--- src/rtl/display_fifo_pkg.sv ---
// Shared defaults and types for the display FIFO feeding the 7-seg hex decoder.
package display_fifo_pkg;

  localparam int DATA_WIDTH_DEF = 4;
  localparam int ADDR_WIDTH_DEF = 3;

  typedef logic [DATA_WIDTH_DEF-1:0] data_t;
  typedef logic [ADDR_WIDTH_DEF-1:0] ptr_t;
  typedef logic [ADDR_WIDTH_DEF:0]   cnt_t;

endpackage

--- src/rtl/display_fifo_ctrl.sv ---
// Pointer/occupancy controller for display_fifo; optional sticky error flags
// are built when DISPLAY_FIFO_ERR_FLAGS_EN is defined.
module fifo_ctrl
  import display_fifo_pkg::*;
#(
  parameter int ADDR_WIDTH = ADDR_WIDTH_DEF
) (
  input  logic                  clk,
  input  logic                  reset,
  input  logic                  wr_en,
  input  logic                  rd_en,
  output logic                  wr_acc,
  output logic                  rd_acc,
  output logic [ADDR_WIDTH-1:0] wr_ptr,
  output logic [ADDR_WIDTH-1:0] rd_ptr,
  output logic [ADDR_WIDTH:0]   count,
  output logic                  full,
`ifdef DISPLAY_FIFO_ERR_FLAGS_EN
  output logic                  overflow,
  output logic                  underflow,
`endif
  output logic                  empty
);

  localparam logic [ADDR_WIDTH:0]   CNT_DEPTH = {1'b1, {ADDR_WIDTH{1'b0}}};
  localparam logic [ADDR_WIDTH:0]   CNT_ONE   = (ADDR_WIDTH+1)'(1);
  localparam logic [ADDR_WIDTH:0]   CNT_ZERO  = '0;
  localparam logic [ADDR_WIDTH-1:0] PTR_ONE   = ADDR_WIDTH'(1);

  logic [ADDR_WIDTH-1:0] wr_ptr_q, wr_ptr_d;
  logic [ADDR_WIDTH-1:0] rd_ptr_q, rd_ptr_d;
  logic [ADDR_WIDTH:0]   count_q, count_d;

  // full/empty decode the registered count, so they only move on clk edges.
  assign full   = (count_q == CNT_DEPTH);
  assign empty  = (count_q == CNT_ZERO);
  assign rd_acc = rd_en & ~empty;
  assign wr_acc = wr_en & (~full | rd_acc);

  assign wr_ptr = wr_ptr_q;
  assign rd_ptr = rd_ptr_q;
  assign count  = count_q;

  always_comb begin
    wr_ptr_d = wr_ptr_q;
    rd_ptr_d = rd_ptr_q;
    count_d  = count_q;
    if (wr_acc) begin
      wr_ptr_d = wr_ptr_q + PTR_ONE;
    end else begin
      wr_ptr_d = wr_ptr_q;
    end
    if (rd_acc) begin
      rd_ptr_d = rd_ptr_q + PTR_ONE;
    end else begin
      rd_ptr_d = rd_ptr_q;
    end
    case ({wr_acc, rd_acc})
      2'b10:   count_d = count_q + CNT_ONE;
      2'b01:   count_d = count_q - CNT_ONE;
      default: count_d = count_q;
    endcase
  end

  always_ff @(posedge clk) begin
    if (reset) begin
      wr_ptr_q <= '0;
      rd_ptr_q <= '0;
      count_q  <= '0;
    end else begin
      wr_ptr_q <= wr_ptr_d;
      rd_ptr_q <= rd_ptr_d;
      count_q  <= count_d;
    end
  end

`ifdef DISPLAY_FIFO_ERR_FLAGS_EN
  logic overflow_q, overflow_d;
  logic underflow_q, underflow_d;

  always_comb begin
    overflow_d  = overflow_q | (wr_en & ~wr_acc);
    underflow_d = underflow_q | (rd_en & empty);
  end

  always_ff @(posedge clk) begin
    if (reset) begin
      overflow_q  <= 1'b0;
      underflow_q <= 1'b0;
    end else begin
      overflow_q  <= overflow_d;
      underflow_q <= underflow_d;
    end
  end

  assign overflow  = overflow_q;
  assign underflow = underflow_q;
`endif

endmodule

--- src/rtl/display_fifo.sv ---
// Synchronous FIFO ahead of the hex decoder; out_valid blanks the display until
// the first read. Optional overflow/underflow ports: DISPLAY_FIFO_ERR_FLAGS_EN.
module display_fifo
  import display_fifo_pkg::*;
#(
  parameter int DATA_WIDTH = DATA_WIDTH_DEF,
  parameter int ADDR_WIDTH = ADDR_WIDTH_DEF
) (
  input  logic                  clk,
  input  logic                  reset,
  input  logic                  wr_en,
  input  logic [DATA_WIDTH-1:0] wr_data,
  input  logic                  rd_en,
  output logic [DATA_WIDTH-1:0] out_data,
  output logic                  out_valid,
  output logic                  full,
  output logic                  empty,
`ifdef DISPLAY_FIFO_ERR_FLAGS_EN
  output logic                  overflow,
  output logic                  underflow,
`endif
  output logic [ADDR_WIDTH:0]   count
);

  localparam int DEPTH = 1 << ADDR_WIDTH;

  logic                  wr_acc;
  logic                  rd_acc;
  logic [ADDR_WIDTH-1:0] wr_ptr;
  logic [ADDR_WIDTH-1:0] rd_ptr;

  logic [DATA_WIDTH-1:0] mem_q [DEPTH];
  logic [DATA_WIDTH-1:0] out_data_q, out_data_d;
  logic                  out_valid_q, out_valid_d;

  fifo_ctrl #(
    .ADDR_WIDTH (ADDR_WIDTH)
  ) u_ctrl (
    .clk       (clk),
    .reset     (reset),
    .wr_en     (wr_en),
    .rd_en     (rd_en),
    .wr_acc    (wr_acc),
    .rd_acc    (rd_acc),
    .wr_ptr    (wr_ptr),
    .rd_ptr    (rd_ptr),
    .count     (count),
    .full      (full),
`ifdef DISPLAY_FIFO_ERR_FLAGS_EN
    .overflow  (overflow),
    .underflow (underflow),
`endif
    .empty     (empty)
  );

  // Storage is never reset; its contents are only visible through accepted reads.
  always_ff @(posedge clk) begin
    if (wr_acc) begin
      mem_q[wr_ptr] <= wr_data;
    end
  end

  always_comb begin
    out_data_d  = out_data_q;
    out_valid_d = out_valid_q;
    if (rd_acc) begin
      out_data_d  = mem_q[rd_ptr];
      out_valid_d = 1'b1;
    end else begin
      out_data_d  = out_data_q;
      out_valid_d = out_valid_q;
    end
  end

  always_ff @(posedge clk) begin
    if (reset) begin
      out_data_q  <= '0;
      out_valid_q <= 1'b0;
    end else begin
      out_data_q  <= out_data_d;
      out_valid_q <= out_valid_d;
    end
  end

  assign out_data  = out_data_q;
  assign out_valid = out_valid_q;

endmodule

--- config.mk ---
export PLATFORM = sky130hd
export DESIGN_NAME = display_fifo
export DESIGN_NICKNAME = d
export VERILOG_FILES = /design/src/rtl/display_fifo_pkg.sv /design/src/rtl/display_fifo_ctrl.sv /design/src/rtl/display_fifo.sv
export SDC_FILE = /design/constraint.sdc
export NUM_CORES = 1
export LEC_CHECK = 0
export CAP_MARGIN = 30
export CORE_MARGIN = 2
export CORE_UTILIZATION = 55
export DETAILED_ROUTE_END_ITERATION = 7
export DONT_BUFFER_PORTS = 1
export PLACE_DENSITY = 0.78
export SLEW_MARGIN = 5
export SYNTH_ARGS = -nofsm -noshare
export SYNTH_HDL_FRONTEND = slang
export SYNTH_SLANG_ARGS = --single-unit
--- constraint.sdc ---
create_clock -name clk -period 6 [get_ports clk]
set_input_delay 0.9 -clock clk [delete_from_list [all_inputs] [get_ports clk]]
set_output_delay 0.9 -clock clk [all_outputs]
set_load 0.02 [all_outputs]
Word level (Yosys, flattened, before mapping)
Memories as Yosys holds them, arrays and structs flattened. A register that Yosys moved wholly into a read port is not among the register bits.
Cells that the tools add are included.
{"block": "totals", "reg_bits": 11, "latchBits": 0, "ramBits": 32, "mem_bits_ro": 0, "inputBits": 8, "out_inout_bits": 11, "wordCells": 22, "mem_count": 1}
{"memory": "mem_q", "words": 8, "word_bits": 4, "read_ports": 1, "rd_ports_with_merged_regs": 1, "wr": 1, "line": "display_fifo.sv:32", "rtl": "logic [DATA_WIDTH-1:0] mem_q [DEPTH];"}
{"block": "op_classes", "n_addsub": 4, "multipliers": 0, "div_mod_pow": 0, "order_cmp": 0, "eq_ne": 3, "shifts": 0, "mux": 3, "bitwise": 5, "reduce_logical": 2}
{"operator": "one-hot mux 4 bit (2 select lines)", "count": 1}
{"operator": "adder 3 x 1 -> 3 bit, second input constant", "count": 2}
{"operator": "adder 4 x 1 -> 4 bit, second input constant", "count": 1}
{"operator": "equality test 4 bit, second input constant", "count": 1}
{"operator": "zero test 4 bit", "count": 1}
{"operator": "subtractor 4 x 1 -> 4 bit, second input constant", "count": 1}
{"operator": "bitwise AND 1 bit", "count": 2}
{"operator": "equality test 2 x 1 -> 1 bit, second input constant", "count": 1}
{"operator": "equality test 2 bit, second input constant", "count": 1}
{"operator": "2-to-1 mux 1 bit", "count": 2}
{"operator": "NOT 1 bit", "count": 2}
{"operator": "nonzero test 2 bit", "count": 1}
{"operator": "OR 1 bit", "count": 1}

Logic depth before layout (Yosys ltp)
Gate-level depths: netlist of the first run.
{"block": "depth", "ltp_word": 7, "ltp_mapped": 9}

Hierarchy
Synthesis of the first run repeated with hierarchy kept, for this count alone.
{"block": "unflattened", "hier_cells": 140, "hier_area_um2": 1991.9}
{"mod": "display_fifo", "instances": 1, "cells_each": 83, "area_each_um2": 1457.6, "seq_area_each_um2": 1061.0}
{"mod": "fifo_ctrl", "instances": 1, "cells_each": 57, "area_each_um2": 534.3, "seq_area_each_um2": 200.2}

Worst setup path before layout of the first run
OpenSTA, ideal clock, no wires.
{"block": "synth_timing", "path_type": "input -> register", "startpoint": "input port rd_en", "endpoint": "register u_ctrl.count_q[3], in the netlist u_ctrl.count[3]", "setup_ns": 0.070, "t_arrival_ns": 2.544, "t_required_ns": 5.930, "path_slack_ns": 3.386, "stages": 8, "path_cell_list": "o41a_1 buf_4 ha_1 ha_1 a21oi_1 a21oi_1 or4_1 a21oi_1"}
{"block": "synth_between", "elab_chain_len": 5, "elab_cells_between_ends": 7, "classes_between": "eq/ne (2); mux (1); bitwise (3); reduce/logical (1)"}
{"element": "start: declaration", "line": "display_fifo.sv:13", "rtl": "input logic rd_en,"}
{"element": "bitwise AND 1 bit (*)", "line": "display_fifo_ctrl.sv:37", "rtl": "assign rd_acc = rd_en & ~empty;"}
{"element": "net rd_acc", "line": "display_fifo.sv:28", "rtl": "logic rd_acc;"}
{"element": "OR 1 bit", "line": "display_fifo_ctrl.sv:38", "rtl": "assign wr_acc = wr_en & (~full | rd_acc);"}
{"element": "bitwise AND 1 bit", "line": "display_fifo_ctrl.sv:38"}
{"element": "equality test 2 x 1 -> 1 bit or equality test 2 bit (tied branches)", "line": "display_fifo_ctrl.sv:58", "rtl": "case ({wr_acc, rd_acc})"}
{"element": "one-hot mux 4 bit (2 select lines) or nonzero test 2 bit (tied branches)"}
{"element": "end signal: assignment", "line": "display_fifo_ctrl.sv:73", "rtl": "count_q <= count_d;"}
{"element": "end: declaration", "line": "display_fifo_ctrl.sv:32", "rtl": "logic [ADDR_WIDTH:0] count_q, count_d;"}
The timed path passes the listed nets; every way through them passes the cells marked *.
A chain may end at the register's enable or synchronous reset.

Worst setup path in the final report of the first run
{"block": "layout_timing", "startpoint": "register u_ctrl.count_q[3], in the netlist u_ctrl.count[3]", "endpoint": "register u_ctrl.count_q[3], in the netlist u_ctrl.count[3]"}
{"block": "layout_between", "elab_chain_len": 7, "elab_cells_between_ends": 13, "classes_between": "add/sub (2); eq/ne (3); mux (1); bitwise (5); reduce/logical (2)"}
{"element": "zero test 4 bit", "line": "display_fifo_ctrl.sv:36", "rtl": "assign empty = (count_q == CNT_ZERO);"}
{"element": "NOT 1 bit", "line": "display_fifo_ctrl.sv:37"}
{"element": "bitwise AND 1 bit", "line": "display_fifo_ctrl.sv:37"}
{"element": "OR 1 bit", "line": "display_fifo_ctrl.sv:38"}
{"element": "bitwise AND 1 bit", "line": "display_fifo_ctrl.sv:38"}
{"element": "equality test 2 x 1 -> 1 bit or equality test 2 bit (tied branches)", "line": "display_fifo_ctrl.sv:58"}
{"element": "one-hot mux 4 bit (2 select lines) or nonzero test 2 bit (tied branches)"}
Parallel ways exist; a longest one is shown, timed or not.

==> results of run 1 <==
## routing by layer
layer  up-vias  track usage [%]
met1       541            21.34
met2        15            29.52
met5         -                0
met4         0            5.707
li1        503                -
met3         5            7.143
## cell families (layout without fill, tap and decap cells)
logic type / Yosys count / in the layout / share of synthesized area (%)
compound gates: 15 / 15 / 5.458
xor+xnor: 5 / 5 / 2.274
fa+ha+maj: 6 / 6 / 4.289
buf+inv: 8 / 12 / 2.013
flops: 47 / 47 / 65.50
mux: 10 / 10 / 10.40
simple gates: 41 / 41 / 10.07
## worst register-to-register path, delay by kind of cell, from the launching register on
| kind | cells | cell delay (ns) |
|---|---|---|
| flops | 1 | 0.56 |
| compound gates | 4 | 0.64 |
| fa+ha+maj | 2 | 0.51 |
| simple gates | 2 | 1.02 |
## state kept, by name, summed over array words and instances (netlist names)
| signal | flops |
|---|---|
| u_ctrl.wr_ptr | 3 |
| out_valid | 1 |
| mem_q | 32 |
| u_ctrl.count | 4 |
| u_ctrl.rd_ptr | 3 |
| out_data | 4 |
## worst paths after layout
kind / start / endpoint / slack (ns) / depth (start not counted)
min: u_ctrl.wr_ptr[0] / u_ctrl.wr_ptr[0] / 0.50 / 2
min reg2reg: u_ctrl.wr_ptr[0] / u_ctrl.wr_ptr[0] / 0.50 / 2
max: u_ctrl.count[3] / u_ctrl.count[3] / 3.21 / 8
max reg2reg: u_ctrl.count[3] / u_ctrl.count[3] / 3.21 / 8
## power by group
group	internal (uW)	total [uW]	switching (uW)
clock	55.8	149	92.9
combinational	72.0	161	89.2
sequential	381	450	69.0
## cells in the mapped netlist, drive strengths merged
library cell  count
a21oi             6
and3              1
buf               4
dfxtp            15
edfxtp           32
fa                1
ha                5
inv               4
mux2i             2
mux4              8
nand2             4
nand2b            3
nand3             1
nor2             22
nor3              6
nor4              1
o211ai            2
o21ai             1
o22ai             4
o31ai             1
o41a              1
or2               1
or4               1
or4b              1
xnor2             1
xor2              4
## layout make-up
type | count | area, um^2 | share of cell area [%]
clock buffers | 6 | 51.30 | 2.537
flip-flops and latches | 47 | 1261 | 62.38
inverters | 4 | 15.01 | 0.7426
clock inverters | 2 | 11.26 | 0.5569
well taps | 46 | 57.56 | 2.847
multi-input cells | 77 | 625.6 | 30.94
## through the flow
step	hold WS [ns]	std cells	instance area [um^2]
floorplan	0.4564	132	1926
global placement	0.4741	174	1959
detailed placement	0.4834	174	1959
CTS	0.5026	182	2022
global route	0.5326	182	2022
finish	0.4974	182	2022
==> impl_metrics.json, run 1 <==
{
  "outcome": "finished clean",
  "crit_fanout": 6,
  "clock-sinks": 47,
  "p_leak_uw": 0.0006652,
  "wl_met3_um": 123,
  "cp.arrival_ns": 3.09,
  "nFillCells": 271,
  "grt_pass1_wl_mm": 5.126,
  "finClkSkew_ns": 0.009436,
  "relSlewSlack_pct": 41.50,
  "die_y_um": 63.17,
  "mostFrequentLayoutCells": "32 x edfxtp_1, 22 x nor2_1, 15 x dfxtp_1",
  "cap_violations": 0,
  "drtIter0Drc": 56,
  "grt_start_max_net_pins": 16,
  "viasPerCell": 5.846,
  "syn_to_final_growth_pct": 5.003,
  "drive_above_1_share_pct": 13.97,
  "clk_pin_slew_ns": 0.13,
  "die_w_um": 63.17,
  "setup.worst_path.class": "reg2reg",
  "cp-end-kind": "register",
  "grt_use_total_pct": 17.79,
  "fp-row-count": 21,
  "wl_met2_mm": 1.587,
  "rsz0062_at_grt": "false",
  "period_minus_slack_ns": 2.791,
  "io_pins": 19,
  "syn_area_per_cell_um2": 14.59,
  "crit_chain": "or4b_4, o21ai_4, ha_1, ha_1, a21oi_1, a21oi_1, or4_1, a21oi_1",
  "topRoutingLayerUsed": "met4",
  "antenna_found_initial": 0,
  "post-place-ws_ns": 3.100,
  "hp-class": "reg2reg",
  "ir_drop_mv": 0.1826,
  "holdBufCountCts": 0,
  "tns_ns": 0,
  "vias": 1064,
  "cts_root_buffer": "clkbuf_4",
  "synth_top_area_share_pct": 49.90,
  "cts_buffer_depth": 2,
  "ys_warn_count": 0,
  "portBuffers": 0,
  "crit_top_cell": "a21oi_1",
  "overflow": 0,
  "final_common_cell": "edfxtp_1",
  "die_area_mm2": 0.003990,
  "final_nets": 149,
  "slowest_delay_ns": 0.56,
  "yosysSeqAreaShare_pct": 65.50,
  "worstMarginPinSlew_ns": 0.8694,
  "initial_core_util_pct": 57.71,
  "totalWireLength_mm": 3.106,
  "cts_buffers": 5,
  "yosysUniqueCellTypes": 29,
  "period_share_pct": 46.52,
  "cts_tree": "built",
  "post-cts-setup-buffers": 0,
  "slowest_stage": "dfxtp_1",
  "fmax_mhz": 358.3,
  "synth_nets": 146,
  "synth_area_leader_cell": "edfxtp_1",
  "clk_latency_ns": 0.36,
  "cp-start-kind": "register",
  "power_uw": 760.1,
  "syn_area_mm2": 0.001926,
  "worst_slack_ns": 3.209,
  "ant_nets": 0,
  "dr.pass1.iters": 4,
  "gp_congestion": 0.7931,
  "antenna_cells": 0,
  "path_delay_family": "simple AND/OR/NAND/NOR gates",
  "wl_met1_mm": 1.351,
  "route.detailed.drc": 0,
  "wire_per_inst_um": 17.07,
  "grt_pass1_vias": 1069,
  "htreeDepth": 2,
  "cp.required_ns": 6.30,
  "cts-resized-gates": 0,
  "core-area_mm2": 0.003337,
  "dp_hpwl_mm": 2.259,
  "worst-path-buf-inv": 0,
  "setup_viol": 0,
  "ys_seq_elements": 47,
  "final_core_util_pct": 60.59,
  "synthCells": 132,
  "p_per_area_mw_per_mm2": 375.9,
  "drv_slew": 0,
  "synthTopCellsByArea": "edfxtp_1 50%, dfxtp_1 16%, mux4_2 9.4%",
  "finalHoldViolations": 0
}
(Power assumes the default switching activity.)
==> run 2: changes to the inputs <==
Clock period 6 ns to 2.6 ns, I/O delays scaled along.
==> impl_metrics.json, run 2 (synthesized netlist as in run 1, its figures left out) <==
{
  "cp.required_ns": 2.89,
  "cp-start-kind": "register",
  "cp.arrival_ns": 2.78,
  "overflow": 0,
  "worst-path-buf-inv": 0,
  "clock-sinks": 47,
  "setup_viol": 0,
  "initial_core_util_pct": 57.71,
  "finClkSkew_ns": 0.006531,
  "largest_reg_flops": 32,
  "power_frac_seq_pct": 54.2,
  "grt_pass1_wl_mm": 5.071,
  "fmax_mhz": 401.7,
  "syn_to_final_growth_pct": 8.122,
  "startpoint": "u_ctrl.count[0]",
  "worstMarginPinSlew_ns": 0.6570,
  "cts_buffer_depth": 2,
  "vias": 1093,
  "drive_above_1_share_pct": 18.88,
  "cts_buffers": 5,
  "nFillCells": 267,
  "cap_violations": 0,
  "antenna_cells": 0,
  "crit_fanout": 4,
  "post-place-ws_ns": 0.06718,
  "final_core_util_pct": 62.39,
  "io_pins": 19,
  "grt_use_total_pct": 17.27,
  "core-area_mm2": 0.003337,
  "worst_slack_ns": 0.1104,
  "cts_root_buffer": "clkbuf_4",
  "ant_nets": 0,
  "drtIter0Drc": 52,
  "mostFrequentLayoutCells": "32 x edfxtp_1, 22 x nor2_1, 15 x dfxtp_1",
  "outcome": "finished clean",
  "ff2ff_path_depth": 8,
  "drv_slew": 0,
  "route.detailed.drc": 0,
  "wire_per_inst_um": 16.84,
  "cp-end-kind": "register",
  "sw_frac_of_total_pct": 32.84,
  "clk_latency_ns": 0.35,
  "final-seq-area_mm2": 0.001261,
  "portBuffers": 0,
  "multi_input_area_um2": 641.9,
  "grt_start_max_net_pins": 16,
  "clk_pin_slew_ns": 0.12,
  "setup.worst_path.class": "reg2reg",
  "top_register": "mem_q",
  "period_share_pct": 95.75,
  "place_inst": 180,
  "r2r-start": "u_ctrl.count[0]",
  "final_nets": 156,
  "tns_ns": 0,
  "antenna_found_initial": 0,
  "cts_tree": "built",
  "p_leak_uw": 0.0006993,
  "path_delay_family": "simple AND/OR/NAND/NOR gates",
  "totalWireLength_mm": 3.182,
  "relSlewSlack_pct": 55.86,
  "holdWs_ns": 0.09025,
  "finalHoldViolations": 0,
  "slowest_delay_ns": 0.58,
  "dp_hpwl_mm": 2.318,
  "dr.pass1.iters": 4,
  "slowest_stage": "or4b_4",
  "p_switching_uw": 596.3,
  "min_path_cells": 1,
  "gp_congestion": 0.9061,
  "power_frac_clock_pct": 17.5,
  "min-delay-start": "reset",
  "hp-class": "in2reg",
  "final_common_cell": "edfxtp_1",
  "die_w_um": 63.17,
  "power_frac_comb_pct": 28.3,
  "period_minus_slack_ns": 2.490,
  "die_y_um": 63.17,
  "crit_chain": "or4b_4, o21ai_4, ha_4, ha_1, a21oi_2, a21oi_1, or4_1, a21oi_1",
  "holdBufCountCts": 0,
  "grt_pass1_vias": 1057,
  "htreeDepth": 2,
  "p_per_area_mw_per_mm2": 872.1,
  "ir_drop_mv": 0.3552,
  "crit_top_cell": "a21oi_1",
  "fp-row-count": 21,
  "viasPerCell": 5.783,
  "power.internal_uw": 1219,
  "finalNonFillerCells": 189,
  "crit_cells": 8,
  "die_area_mm2": 0.003990
}
-- run 2: metal layers --
layer	part of all wire, %	GRT usage [%]	up-vias
met5	0	0	-
met4	2.0	6.522	0
met3	4.9	5.179	9
met2	51	28.99	38
met1	42	21.19	529
li1	-	-	517
-- run 2: timing repair --
| item | CTS | global route |
|---|---|---|
| setup buffers | 0 | 1 |
| gates resized for setup | 0 | 3 |
| endpoints found under the setup margin | 0 | 1 |
| endpoints found under the hold margin | 0 | 0 |
-- run 2: cell type report --
class / count / share of cell area, %
tap: 46 / 2.764
multi-input combinational: 77 / 30.83
clock buffer: 6 / 1.983
inverter: 4 / 0.7212
clock inverter: 2 / 0.6010
sequential: 47 / 60.58
timing repair buffer: 7 / 2.524
-- run 2: path summary, 6_finish.rpt --
path	endpoint	slack (ns)
min reg2reg	u_ctrl.wr_ptr[0]	0.51
min	out_valid	0.09
max	u_ctrl.count[3]	0.11
max reg2reg	u_ctrl.count[3]	0.11
-- run 2: worst reg2reg max path, cell delays in order, from the launching register on --
cell and delay (ns):
dfxtp_1 0.33, or4b_4 0.58, o21ai_4 0.22, ha_4 0.17, ha_1 0.26, a21oi_2 0.15
a21oi_1 0.09, or4_1 0.47, a21oi_1 0.15
-- run 2: power by group through the flow --
| stage | sequential (uW) | clock (uW) | combinational [uW] |
|---|---|---|---|
| detailed placement | 1010 | 0 | 487 |
| finish | 984 | 317 | 514 |
| global route | 1000 | 357 | 563 |
| global placement | 1000 | 0 | 464 |
| floorplan | 1020 | 0 | 346 |
| CTS | 988 | 328 | 488 |
-- run 2: metrics by stage --
stage	cell area [um^2]	power, uW
finish	2082	1816
global route	2082	1921
CTS	2058	1804
detailed placement	2004	1492
global placement	2004	1465
floorplan	1926	1364
==> run 3: changes to the inputs <==
Settings changed: CTS_BUF_LIST from default to sky130_fd_sc_hd__clkbuf_8.
==> impl_metrics.json, run 3 (synthesized netlist as in run 1, its figures left out) <==
{
  "outcome": "finished clean",
  "mostFrequentLayoutCells": "32 x edfxtp_1, 22 x nor2_1, 15 x dfxtp_1",
  "final_nets": 155,
  "drv_slew": 0,
  "cts_tree": "built",
  "p_per_area_mw_per_mm2": 910.7,
  "slowest_delay_ns": 0.58,
  "nFillCells": 261,
  "relSlewSlack_pct": 55.87,
  "post-cts-setup-buffers": 0,
  "totalWireLength_mm": 3.246,
  "cap_violations": 0,
  "holdBufCountCts": 0,
  "dp_hpwl_mm": 2.318,
  "clk_pin_slew_ns": 0.08,
  "crit_chain": "or4b_4, o21ai_4, ha_4, ha_1, a21oi_2, a21oi_1, or4_1, a21oi_1",
  "antenna_found_initial": 0,
  "wire_per_inst_um": 17.27,
  "slowest_stage": "or4b_4",
  "min_path_cells": 1,
  "drtIter0Drc": 49,
  "post-place-ws_ns": 0.06718,
  "drive_above_1_share_pct": 18.31,
  "finClkSkew_ns": 0.002255,
  "finalHoldViolations": 0,
  "dr.pass1.iters": 4,
  "syn_to_final_growth_pct": 9.357,
  "period_minus_slack_ns": 2.480,
  "crit_cells": 8,
  "crit_top_cell": "a21oi_1",
  "crit_fanout": 4,
  "grt_start_max_net_pins": 16,
  "worstMarginPinSlew_ns": 0.6568,
  "clk_latency_ns": 0.30,
  "viasPerCell": 5.729,
  "final-seq-area_mm2": 0.001261,
  "clock-sinks": 47,
  "finalNonFillerCells": 188,
  "cp-end-kind": "register",
  "initial_core_util_pct": 57.71,
  "top_register": "mem_q",
  "fp-row-count": 21,
  "cts_root_buffer": "clkbuf_8",
  "final_cell_area_mm2": 0.002106,
  "multi_input_area_um2": 641.9,
  "gp_congestion": 0.9061,
  "final_common_cell": "edfxtp_1",
  "core-area_mm2": 0.003337,
  "route.detailed.drc": 0,
  "ir_drop_mv": 0.4560,
  "grt_pass1_vias": 1050,
  "cp.arrival_ns": 2.72,
  "path_delay_family": "simple AND/OR/NAND/NOR gates",
  "die_y_um": 63.17,
  "holdWs_ns": 0.1472,
  "ff2ff_path_depth": 8,
  "vias": 1077,
  "largest_reg_flops": 32,
  "cp.required_ns": 2.84,
  "grt_use_total_pct": 17.94,
  "place_inst": 180,
  "die_w_um": 63.17,
  "period_share_pct": 95.39,
  "setup.worst_path.class": "reg2reg",
  "cts-resized-gates": 0,
  "grt_pass1_wl_mm": 5.175,
  "worst_slack_ns": 0.1198,
  "io_pins": 19,
  "cts_buffer_depth": 2,
  "htreeDepth": 2,
  "dpl-instance-area_mm2": 0.002004,
  "antenna_cells": 0,
  "fmax_mhz": 403.2,
  "hp-class": "in2reg",
  "setup_viol": 0,
  "worst-path-buf-inv": 0,
  "cp-start-kind": "register",
  "cts_buffers": 5,
  "ant_nets": 0,
  "portBuffers": 0,
  "die_area_mm2": 0.003990,
  "overflow": 0,
  "p_leak_uw": 0.0007115
}
run 3: cell count changes in the layout (fill, tap and decap cells not counted), sizes merged:
cell    change
clkbuf      -1
buf         -1
inv         +1
run 3: worst paths after layout:
check	slack, ns	startpoint	to
hold reg to reg	0.51	u_ctrl.wr_ptr[0]	u_ctrl.wr_ptr[0]
setup reg to reg	0.12	u_ctrl.count[0]	u_ctrl.count[3]
setup / recovery	0.12	u_ctrl.count[0]	u_ctrl.count[3]
hold / removal	0.15	reset	u_ctrl.count[3]
run 3: routing by layer:
metal	routed length (um)	up-vias	share of wire [%]	track usage (%)
li1	-	509	-	-
met4	65	0	2.0	8.967
met5	0	-	0	0
met2	1648	37	51	28.72
met3	204	9	6.3	5.714
met1	1328	522	41	22.06
run 3: metrics by stage:
step	utilization (%)	TNS, ns	total power (uW)
final	63.10	0	1918
after global routing	63.10	-0.01789	2021
after CTS	62.62	0	1901
after detailed placement	60.07	0	1492
after global placement	60.07	0	1465
after floorplan	-	0	1364
run 3: final cells by class:
type	instances	area share (%)
Clock buffer	5	3.268
Inverter	4	0.7130
Timing Repair Buffer	6	2.139
Clock inverter	3	0.7724
Sequential cell	47	59.89
Tap cell	46	2.733
Multi-Input combinational cell	77	30.48
run 3: report_power, final:
part	switching, uW	total [uW]	leakage, uW	internal (uW)
clock	236	420	0.0000470	184
sequential	105	985	0.000414	880
combinational	280	513	0.000251	232
